$ cat src/rtl/run_monitor.sv
// -----------------------------------------------------------------------------
// run_monitor
//
// Watches the committed-PC stream of a core under test. It stops the run when
// one of three things happens:
//   - END_PC is committed (halt_cause 1),
//   - TIMEOUT cycles are spent in RUN (halt_cause 2),
//   - the same PC is committed STUCK_LIMIT times in a row (halt_cause 3).
// Cause 3 exists only when MON_STUCK_DETECT_EN is defined.
// After a halt, the monitor reads all NREGS registers through reg_sel/reg_data.
// It streams each one out as a valid/ready beat and then parks in DONE.
//
// Optional feature macro: MON_STUCK_DETECT_EN (stuck-PC detector)
//
// Ports
//   clk          in   sole clock, rising edge
//   rstn         in   asynchronous active-low reset
//   pc_in        in   committed PC
//   pc_valid     in   pc_in is a commit this cycle
//   reg_sel      out  register-file read address
//   reg_data     in   combinational read data for reg_sel
//   dump_valid   out  dump_idx/dump_data hold a dump beat
//   dump_ready   in   consumer accepts the beat
//   dump_idx     out  index of the dumped register
//   dump_data    out  dumped register value
//   halted       out  a halt condition has occurred
//   halt_cause   out  0 none, 1 END_PC, 2 timeout, 3 stuck PC
//   done         out  dump complete
//   cycle_count  out  cycles spent in RUN
// -----------------------------------------------------------------------------
module run_monitor #(
    parameter int              PC_W        = 32,
    parameter logic [PC_W-1:0] END_PC      = PC_W'(32'h0000_0048),
    parameter int              TIMEOUT     = 1000,
    parameter int              CNT_W       = 16,
    parameter int              NREGS       = 32,
    parameter int              STUCK_LIMIT = 16,
    localparam int             REG_AW      = $clog2(NREGS)
) (
    input  logic              clk,
    input  logic              rstn,
    input  logic [PC_W-1:0]   pc_in,
    input  logic              pc_valid,
    output logic [REG_AW-1:0] reg_sel,
    input  logic [31:0]       reg_data,
    output logic              dump_valid,
    input  logic              dump_ready,
    output logic [REG_AW-1:0] dump_idx,
    output logic [31:0]       dump_data,
    output logic              halted,
    output logic [1:0]        halt_cause,
    output logic              done,
    output logic [CNT_W-1:0]  cycle_count
);

    // Reject parameter sets the counters cannot represent.
    if ((64'd1 << CNT_W) <= 64'(TIMEOUT)) begin : g_chk_cnt_w
        $error("run_monitor: CNT_W too narrow for TIMEOUT");
    end
    if (STUCK_LIMIT < 2) begin : g_chk_stuck_limit
        $error("run_monitor: STUCK_LIMIT must be at least 2");
    end
    if (NREGS < 2) begin : g_chk_nregs
        $error("run_monitor: NREGS must be at least 2");
    end

    typedef enum logic [1:0] {
        S_RUN      = 2'd0,
        S_DUMP_RD  = 2'd1,
        S_DUMP_OUT = 2'd2,
        S_DONE     = 2'd3
    } state_e;

    localparam logic [CNT_W-1:0]  TMO_LAST = CNT_W'(TIMEOUT - 1);
    localparam logic [REG_AW-1:0] LAST_IDX = REG_AW'(NREGS - 1);

    state_e             state_q, state_d;
    logic [CNT_W-1:0]   cnt_q, cnt_d;
    logic [REG_AW-1:0]  idx_q, idx_d;
    logic [REG_AW-1:0]  dump_idx_q, dump_idx_d;
    logic [31:0]        dump_data_q, dump_data_d;
    logic               halted_q, halted_d;
    logic [1:0]         cause_q, cause_d;
    logic               stuck_det;

`ifdef MON_STUCK_DETECT_EN
    // The stuck counter holds (run length - 1) of identical consecutive commits.
    // An equal commit that lifts it to STUCK_LIMIT-1 is the hang.
    localparam int              STK_W   = $clog2(STUCK_LIMIT);
    localparam logic [STK_W-1:0] STK_ARM = STK_W'(STUCK_LIMIT - 2);

    logic [PC_W-1:0]  prev_pc_q, prev_pc_d;
    logic             prev_vld_q, prev_vld_d;
    logic [STK_W-1:0] stuck_q, stuck_d;
    logic             same_pc;

    // prev_vld_q keeps the first commit after reset from matching the reset
    // value of prev_pc_q.
    assign same_pc   = pc_valid && prev_vld_q && (pc_in == prev_pc_q);
    assign stuck_det = (state_q == S_RUN) && same_pc && (stuck_q == STK_ARM);

    always_comb begin
        prev_pc_d  = prev_pc_q;
        prev_vld_d = prev_vld_q;
        stuck_d    = stuck_q;
        if (state_q == S_RUN && pc_valid) begin
            prev_pc_d  = pc_in;
            prev_vld_d = 1'b1;
            stuck_d    = same_pc ? stuck_q + STK_W'(1) : '0;
        end
    end

    always_ff @(posedge clk or negedge rstn) begin
        if (!rstn) begin
            prev_pc_q  <= '0;
            prev_vld_q <= 1'b0;
            stuck_q    <= '0;
        end else begin
            prev_pc_q  <= prev_pc_d;
            prev_vld_q <= prev_vld_d;
            stuck_q    <= stuck_d;
        end
    end
`else
    assign stuck_det = 1'b0;
`endif

    always_comb begin
        state_d     = state_q;
        cnt_d       = cnt_q;
        idx_d       = idx_q;
        dump_idx_d  = dump_idx_q;
        dump_data_d = dump_data_q;
        halted_d    = halted_q;
        cause_d     = cause_q;

        unique case (state_q)
            S_RUN: begin
                if (pc_valid && pc_in == END_PC) begin
                    state_d  = S_DUMP_RD;
                    halted_d = 1'b1;
                    cause_d  = 2'd1;
                    idx_d    = '0;
                end else if (cnt_q == TMO_LAST) begin
                    state_d  = S_DUMP_RD;
                    halted_d = 1'b1;
                    cause_d  = 2'd2;
                    idx_d    = '0;
                end else if (stuck_det) begin
                    state_d  = S_DUMP_RD;
                    halted_d = 1'b1;
                    cause_d  = 2'd3;
                    idx_d    = '0;
                end else begin
                    // The halting cycle does not count, so a timeout
                    // leaves cycle_count at TIMEOUT-1.
                    cnt_d = cnt_q + CNT_W'(1);
                end
            end
            S_DUMP_RD: begin
                // reg_sel has been driving idx_q all cycle; capture the read.
                dump_data_d = reg_data;
                dump_idx_d  = idx_q;
                state_d     = S_DUMP_OUT;
            end
            S_DUMP_OUT: begin
                if (dump_ready) begin
                    if (idx_q == LAST_IDX) begin
                        state_d = S_DONE;
                    end else begin
                        idx_d   = idx_q + REG_AW'(1);
                        state_d = S_DUMP_RD;
                    end
                end
            end
            S_DONE: begin
            end
            default: begin
                state_d = S_RUN;
            end
        endcase
    end

    always_ff @(posedge clk or negedge rstn) begin
        if (!rstn) begin
            state_q     <= S_RUN;
            cnt_q       <= '0;
            idx_q       <= '0;
            dump_idx_q  <= '0;
            dump_data_q <= '0;
            halted_q    <= 1'b0;
            cause_q     <= 2'd0;
        end else begin
            state_q     <= state_d;
            cnt_q       <= cnt_d;
            idx_q       <= idx_d;
            dump_idx_q  <= dump_idx_d;
            dump_data_q <= dump_data_d;
            halted_q    <= halted_d;
            cause_q     <= cause_d;
        end
    end

    assign reg_sel     = idx_q;
    assign dump_valid  = (state_q == S_DUMP_OUT);
    assign dump_idx    = dump_idx_q;
    assign dump_data   = dump_data_q;
    assign halted      = halted_q;
    assign halt_cause  = cause_q;
    assign done        = (state_q == S_DONE);
    assign cycle_count = cnt_q;

endmodule
$ cat config.mk
export PLATFORM = sky130hd
export DESIGN_NAME = run_monitor
export DESIGN_NICKNAME = d
export VERILOG_FILES = /design/src/rtl/run_monitor.sv
export SDC_FILE = /design/constraint.sdc
export NUM_CORES = 1
export LEC_CHECK = 0
export BUFFER_PORTS_ARGS = -buffer_cell sky130_fd_sc_hd__buf_2
export CORE_AREA = 2 2 96 98
export DETAILED_ROUTE_END_ITERATION = 10
export DIE_AREA = 0 0 98 100
export PLACE_DENSITY = 0.61
export SETUP_SLACK_MARGIN = 0.5
export SLEW_MARGIN = 25
export SYNTH_ARGS = -nofsm -noshare
export SYNTH_HDL_FRONTEND = slang
export SYNTH_SLANG_ARGS = --single-unit
export TNS_END_PERCENT = 20
$ cat constraint.sdc
create_clock -name clk -period 2.3 [get_ports clk]
set_input_delay 0.46 -clock clk [delete_from_list [all_inputs] [get_ports clk]]
set_output_delay 0.46 -clock clk [all_outputs]
set_load 0.05 [all_outputs]
* Yosys cells after proc, flatten, opt, wreduce, memory -nomap -nowiden *
Index checks and enable logic that the tools add are counted.

cells by class
  add/subtract/negate cells = 2
  eq/ne operators = 9
  mux-type cells = 14
  bitwise logic cells = 2
  reductions and logical operators = 9

operators by type and width
  kind                   number
  $eq 32x7->1 const B    1
  $mux 5                 4
  $add 16x1->16 const B  1
  $eq 16x10->1 const B   1
  $mux 2                 6
  $pmux 5 s2             1
  $pmux 2 s3             1
  $reduce_and 3->1       2
  $add 5x1->5 const B    1
  $eq 5x5->1 const B     1
  $eq 2x2->1 const B     2
  $reduce_and 4->1       1
  $reduce_bool 2->1      2
  $ne 3x3->1 const B     1
  $reduce_bool 3->1      1
  $eq 2x1->1 const B     1
  $logic_not 2->1        1
  $mux 1                 2
  $ne 2x1->1 const B     1
  $ne 2x2->1 const B     1
  $not 1->1              2
  $reduce_and 2->1       1
  $logic_and 1x1->1      1

storage, ports and cells
  flip-flop bits (word level) = 63
  input port bits = 68
  output and inout bits = 63
  logic and storage cells = 43

* Depth between registers and ports, before layout *
Gate-level depths: netlist of the first run.

  depth after elaboration = 4
  mapped depth = 8
  mapped depth without buffers = 7

* Least setup slack after synthesis of the first run *
No wires, ideal clock.

  kind = register to register
  from = register cnt_q[0] (netlist: cycle_count[0])
  to = register cnt_q[1] (netlist: cycle_count[1])
  setup time = 0.125 ns
  arrival time = 2.236 ns
  required time = 2.175 ns
  setup slack = -0.060 ns
  stages on the path, launching flop included = 8
  buffers on the path = 1
  clock period less this slack = 2.360 ns
  cells stage by stage = dfrtp_1 -> ha_1 -> clkbuf_1 -> nor4b_1 -> nand4_1 -> o41a_4 -> nand2_1 -> mux2_2

between the ends
  word-level cells in the longest chain between the ends = 3
  elaborated cells on any way between the ends = 4
  those cells by class = 1 x add/sub; 1 x eq/ne; 1 x bitwise; 1 x reduce/logical

RTL lines
  item                                                   RTL line  text
  from (decl)                                            78        logic [CNT_W-1:0] cnt_q, cnt_d;
  from (signal assigned)                                 195       cnt_q <= cnt_d;
  branches (longest 3 deep; another with $add 16x1->16)  n/a

Parallel ways; which one is timed is not known.
A chain may end at the register's enable or synchronous reset.

* Final worst setup path of the first run *
  from = register cnt_q[4] (netlist: cycle_count[4])
  to = register cnt_q[15] (netlist: cycle_count[15])

The elaborated chain is that of the path after synthesis.

==> metrics, run 1 <==
Post-Synth Adder-Cell Area under 10%; Clk Latency, worst-skew pair 0.33 ns; share of cells above drive strength 1 ~66%; Fillers around 810; die area 9800 sq um; count of final hold-check violations 0; Final GP Congestion ~0.74; Critical R2R Launch cycle_count[4]; vias in the first global route between 2000 and 3000; LEAKAGE 0.00227 uW; syn_nets 300; Area Growth Syn to Fin 43.9%; Design Power approximately 2100 uW; critical path startpoint category flop; Synth Register Bits 63; Iteration-0 DRC Markers 92; fraction of registers with async set/reset 100%; placed wire-length estimate just over 5000 microns; worst reg2reg path depth 5; Synth Area in Simple Gates 14.8%; Die H ~100 microns; Netlist cell types 48; Avg Cell Area, Syn between 10 and 15 sq um; PwrDens around 490 nW/um^2; hold crit path type input pin to asynchronous set/reset pin; crit path launch cycle_count[4]; final setup TNS 0 ns; Max clock buf depth 2; Ant. Diodes 0; port buffer count 130; pin count of the biggest net entering global routing 39; Critical Path Sink cycle_count[15]; Synth Area in Compound Gates roughly 7.5%; reg2reg end cycle_count[15]; initial antenna violation count 0; CP Capture Type flop; DR pass1 iterations 4; worst path required time between 2 and 3 ns; worst path cell trace and4_1 > and3_1 > nand4_1 > or4_4 > xnor2_1; # setup viols final 0; Layout Nets around 460; Tot GR Track Use around 15%; Pint ~1700 uW; Clock Power Share between 40% and 50%; final slew viol count 0; Yosys top cell by area dfrtp_1; first-pass GRT wire length between 10000 and 15000 microns; Comb power frac around 4.5%; Setup WS pre-CTS ~0.036 ns; post-synthesis mux area share 15.2%; largest family of logic cells by synthesized area multiplexers; CTS clk-pin slew, worst paths 0.07 ns; GRT Residual Overflow 0; Fmax ~0.53 GHz; Tcrit/Tclk final approximately 80%; Synth Area in XOR/XNOR about 4.4%; Post-synth top cells dfrtp_1 (63), mux2_2 (38), nand2_1 (11), nand4_1 (11), xnor2_1 (11); vias per std cell roughly 5; worst vdd ir around 260 uV; status finished clean; H-tree Lvls 3; max-capacitance violation count 0; CTS Root Cell clkbuf_8; unrepaired setup endpoints after global routing yes; CP Data Arrival Time around 2.1 ns; Sw Share between 20% and 30%; I/O pin count around 130; count leader, synth dfrtp_1; routed via count approximately 2500; DRT antenna net count 0; cts bufs inserted 9; core area just under 9000 sq um; wire length per cell 14.8 microns; synthesized area between 3000 and 4000 sq um; initial core utilization about a third; DRC 0; Yosys top cell area share a little over half; post-layout min period 1.89 ns; Cells after Synth 224; Top FF cell, synth dfrtp_1; post-synthesis sequential area ratio between 50% and 60%; Total Wirelength roughly 7400 microns; max incr delay on CP roughly 0.52 ns; row cnt 35; Seq pwr share between 50% and 60%; type of the worst setup path flop to flop; CP max-delay cell or4_4; CTS tree done; Worst-Margin Slew between 0.4 and 0.5 ns; Setup WS post-layout 0.407 ns; Synth Warn # 0; relative max-transition margin about two thirds; P_sw 472 uW; worst-path fanout max 5; number of flops mapped to enable cells by yosys 0; R2R Setup Slk 0.41 ns; clock tree sinks between 60 and 70; skew final between 0.006 and 0.007 ns; synth top area cells dfrtp_1 (52%), mux2_2 (14%), ha_1 (3.3%), xnor2_1 (3.2%), nand4_1 (2.3%); Die X roughly 100 microns
==> metal layers <==
metal | GRT usage [%] | routed length [microns] | vias up
li1 | - | - | 1159
met4 | 5.98 | 78 | 0
met3 | 5.43 | 754 | 7
met5 | 0 | 0 | -
met1 | 18.7 | 3130 | 1188
met2 | 25.2 | 3430 | 120
==> flip-flops by register name, summed over array words and instances (netlist names) <==
| name | cells |
|---|---|
| halt_cause | 2 |
| state_q | 2 |
| halted | 1 |
| reg_sel | 5 |
| dump_data | 32 |
| cycle_count | 16 |
| dump_idx | 5 |
==> cell families after synthesis <==
family | count (synthesis)
simple gates | 64
flops | 63
mux | 41
compound gates | 20
xor+xnor | 15
buf+inv | 13
fa+ha+maj | 8
==> metrics by stage <==
stage	util, %	hold slack, ns	instances	instance area, sq um
2_1_floorplan	-	0.164	224	3040
3_3_place_gp	43.2	0.438	463	3840
3_5_place_dp	43.2	0.440	463	3840
4_1_cts	46.0	0.0860	486	4090
5_1_grt	48.6	0.106	499	4320
6_report	48.6	0.0872	499	4320
==> area by class of cell <==
| type | count | area [sq um] | share of cell area, % |
|---|---|---|---|
| flip-flops and latches | 63 | 1590 | 36.8 |
| repair buffers | 156 | 878 | 20.3 |
| clock inverters | 6 | 61.3 | 1.42 |
| inverters | 4 | 21.3 | 0.492 |
| clock buffers | 10 | 128 | 2.95 |
| multi-input cells | 149 | 1500 | 34.8 |
| well taps | 111 | 139 | 3.21 |
==> what timing repair did <==
action / in CTS / in global routing
hold buffers: 0 / 0
buffers inserted: 5 / 13
gates resized for setup: 2 / 30
gates cloned: 2 / 0
endpoints found under the setup margin: 23 / 24
pin swaps: 3 / 6
==> worst max-delay path: cells and delay by family, from the launching register on <==
family                    cells  cell delay (ns)
xor gates and xnor gates      1             0.14
DFF                           1             0.44
and+or+nand+nor               4             1.20
==> how the worst min path moves through the flow <==
stage,from,to,cells past startpoint
final,rstn,cycle_count[5],1
after floorplan,rstn,cycle_count[0],0
after global routing,rstn,cycle_count[9],1
after CTS,rstn,cycle_count[8],1
after detailed placement,halted,halted,1
after global placement,halted,halted,1
==> cells in the final DEF (no fill, tap or decap), drive strengths merged, types with 5 or more instances in the layout <==
| master | netlist | final |
|---|---|---|
| a211o | 5 | 5 |
| clkbuf | 5 | 11 |
| nor4 | 9 | 9 |
| dfrtp | 63 | 63 |
| xnor2 | 11 | 11 |
| buf | 4 | 155 |
| nand4 | 12 | 12 |
| ha | 8 | 8 |
| a211oi | 5 | 5 |
| and2 | 8 | 8 |
| mux2 | 38 | 38 |
| nand2 | 11 | 11 |
==> power by group through the flow <==
stage                     combinational, uW  clock (uW)  sequential, uW
after floorplan                        7.94           0            1130
after global placement                 94.5           0            1130
after detailed placement               96.2           0            1130
after CTS                              97.1         958            1110
after global routing                    107        1000            1110
final                                  95.3         923            1110
No activity file was read; power rests on OpenSTA's default activity.
==> run 2, diff against run 1 <==
--- a/config.mk
+++ b/config.mk
@@ -9,7 +9,7 @@
 export CORE_AREA = 2 2 96 98
 export DETAILED_ROUTE_END_ITERATION = 10
 export DIE_AREA = 0 0 98 100
-export PLACE_DENSITY = 0.61
+export PLACE_DENSITY = 0.63
 export SETUP_SLACK_MARGIN = 0.5
 export SLEW_MARGIN = 25
 export SYNTH_ARGS = -nofsm -noshare
==> constraint.sdc (replaced) <==
create_clock -name clk -period 1.55 [get_ports clk]
set_input_delay 0.31 -clock clk [delete_from_list [all_inputs] [get_ports clk]]
set_output_delay 0.31 -clock clk [all_outputs]
set_load 0.05 [all_outputs]
==> run 2 against run 1 <==
  * The flow now finishes with violations (negative setup slack)
  * Via count is 4.2% higher
  * Final cell count is 5.2% higher
  * Non-clock buffer count is 27 higher
  * Critical path type unchanged
  * Largest power group unchanged
==> metrics, run 2 (same netlist as run 1, synthesis figures left out) <==
CP Depth 6 (+1); Iteration-0 DRC Markers 48 (-48%); DR pass1 iterations 4 (unchanged); pin count of the biggest net entering global routing 39 (unchanged); CTS Root Cell clkbuf_8; failing checks negative setup slack; clock tree sinks 63 (unchanged); Placed Area 4100 sq um (+6.8%); DRT antenna net count 0 (unchanged); most common cell after layout, fill and taps aside buf_2; worst path required time 1.77 ns (-0.74 ns); max incr delay on CP 0.40 ns (-0.12 ns); status finished with violations; max-capacitance violation count 0 (unchanged); Tot GR Track Use 17.0% (+1.7 points); wire length per cell 15.1 microns (+1.8%); Die X 98 microns (unchanged); Tcrit/Tclk final 122% (+39 points); Area Growth Syn to Fin 71.1%; worst path buffer plus inverter count 1 (+1); Max clock buf depth 2 (unchanged); I/O pin count 131 (unchanged); worst path cell trace nor4bb_2 > nand4_1 > o41a_4 > buf_4 > nand2_2 > mux2_4; share of cells above drive strength 1 66.2% (+0.20 points); Fillers 707 (-13%); Setup WS post-layout -0.337 ns (-0.744 ns); routed via count 2577 (+4.2%); Worst-Margin Slew 0.518 ns (+0.0289 ns); worst hold slack 0.195 ns (+0.108 ns); GRT Residual Overflow 0 (unchanged); fin util 57.8% (+9.2 points); skew final 0.00651 ns (-0.0000155 ns); final setup TNS -6.31 ns (-6.31 ns); Ant. Diodes 0 (unchanged); Total Wirelength 7920 microns (+7.1%); PwrDens 647 nW/um^2 (+32%); worst-path fanout max 7 (+2); CP Data Arrival Time 2.11 ns (about the same); LEAKAGE 0.00253 uW (+11%); relative max-transition margin 65.1% (-2.2 points); placed wire-length estimate 5600 microns (+11%); Die H 100 microns (unchanged); hold crit path type input pin to flop; die area 9800 sq um (unchanged); final slew viol count 0 (unchanged); fin cells 525 (+5.2%); number of flip-flops in the largest register 32 (unchanged); cts bufs inserted 9 (unchanged); type of the worst setup path flop to flop; most frequent cells in the layout buf_2 (67), buf_6 (61), dfrtp_1 (57); CTS clk-pin slew, worst paths 0.07 ns (about the same); DRC 0 (unchanged); Hold Path Depth 2; count of final hold-check violations 0 (unchanged); worst vdd ir 458 uV (+76%); port buffer count 130 (unchanged); core area 8890 sq um (unchanged); post-layout min period 1.89 ns (-0.00586 ns); first-pass GRT wire length 13200 microns (+7.7%); Layout Nets 485 (+5.7%); row cnt 35 (unchanged); unrepaired setup endpoints after global routing yes; Clk Latency, worst-skew pair 0.34 ns (about the same); CP max-delay cell dfrtp_1; critical path startpoint category flop; initial antenna violation count 0 (unchanged); # setup viols final 25 (+25); CP Capture Type flop; vias in the first global route 2703 (+5.2%); Fmax 0.530 GHz (+0.31%); Final GP Congestion 0.799 (+8.0%); H-tree Lvls 3 (unchanged); CTS tree done; # placed instances 496 (+7.1%); R2R Setup Slk -0.34 ns (-0.74 ns); initial core utilization 33.8% (unchanged); worst reg2reg path depth 6 (+1); fin area 5140 sq um (+19%); Top delay family on crit path simple AND/OR/NAND/NOR gates; vias per std cell 4.91 (-1.0%)
## run 2: cell type report
class	instances	area [sq um]	area share, %
multi-input cells	148	1550	30.2
well taps	111	139	2.70
clock buffers	12	135	2.63
inverters	4	15.0	0.292
repair buffers	183	1650	32.0
flip-flops and latches	63	1580	30.8
clock inverters	4	70.1	1.36
## run 2: routing by layer
metal  part of all wire, %  global-route usage [%]  up-vias
li1                      -                       -     1196
met1                    41                    20.6     1252
met2                    48                    27.7      117
met3                   8.9                    6.55       12
met4                   1.7                    6.41        0
met5                     0                       0        -
## run 2: repair_timing
action,in CTS,in global routing
endpoints found under the setup margin,126,126
hold endpoints to repair,16,0
hold buffers,1,0
buffers inserted,8,4
gates resized for setup,189,7
pin swaps,18,20
## run 2: metrics by stage
step / total power [uW] / worst slack [ns]
after global routing: 3480 / -0.462
after floorplan: 1690 / -0.544
after detailed placement: 1820 / -0.544
after global placement: 1820 / -0.494
final: 3330 / -0.337
after CTS: 3380 / -0.332
## run 2: report_power, final
part           total [uW]  switching [uW]  internal [uW]
clock network        1540             635            903
registers            1640               0           1640
logic                 147            68.8           78.1
total                3330             704           2620
## run 2: final timing paths
path | start | end
worst max-delay path | cycle_count[10] | cycle_count[1]
worst min-delay path | reg_data[30] | dump_data[30]
worst max register to register | cycle_count[10] | cycle_count[1]
worst min register to register | halted | halted
max in group asynchronous | rstn | cycle_count[0]
min in group asynchronous | rstn | cycle_count[15]
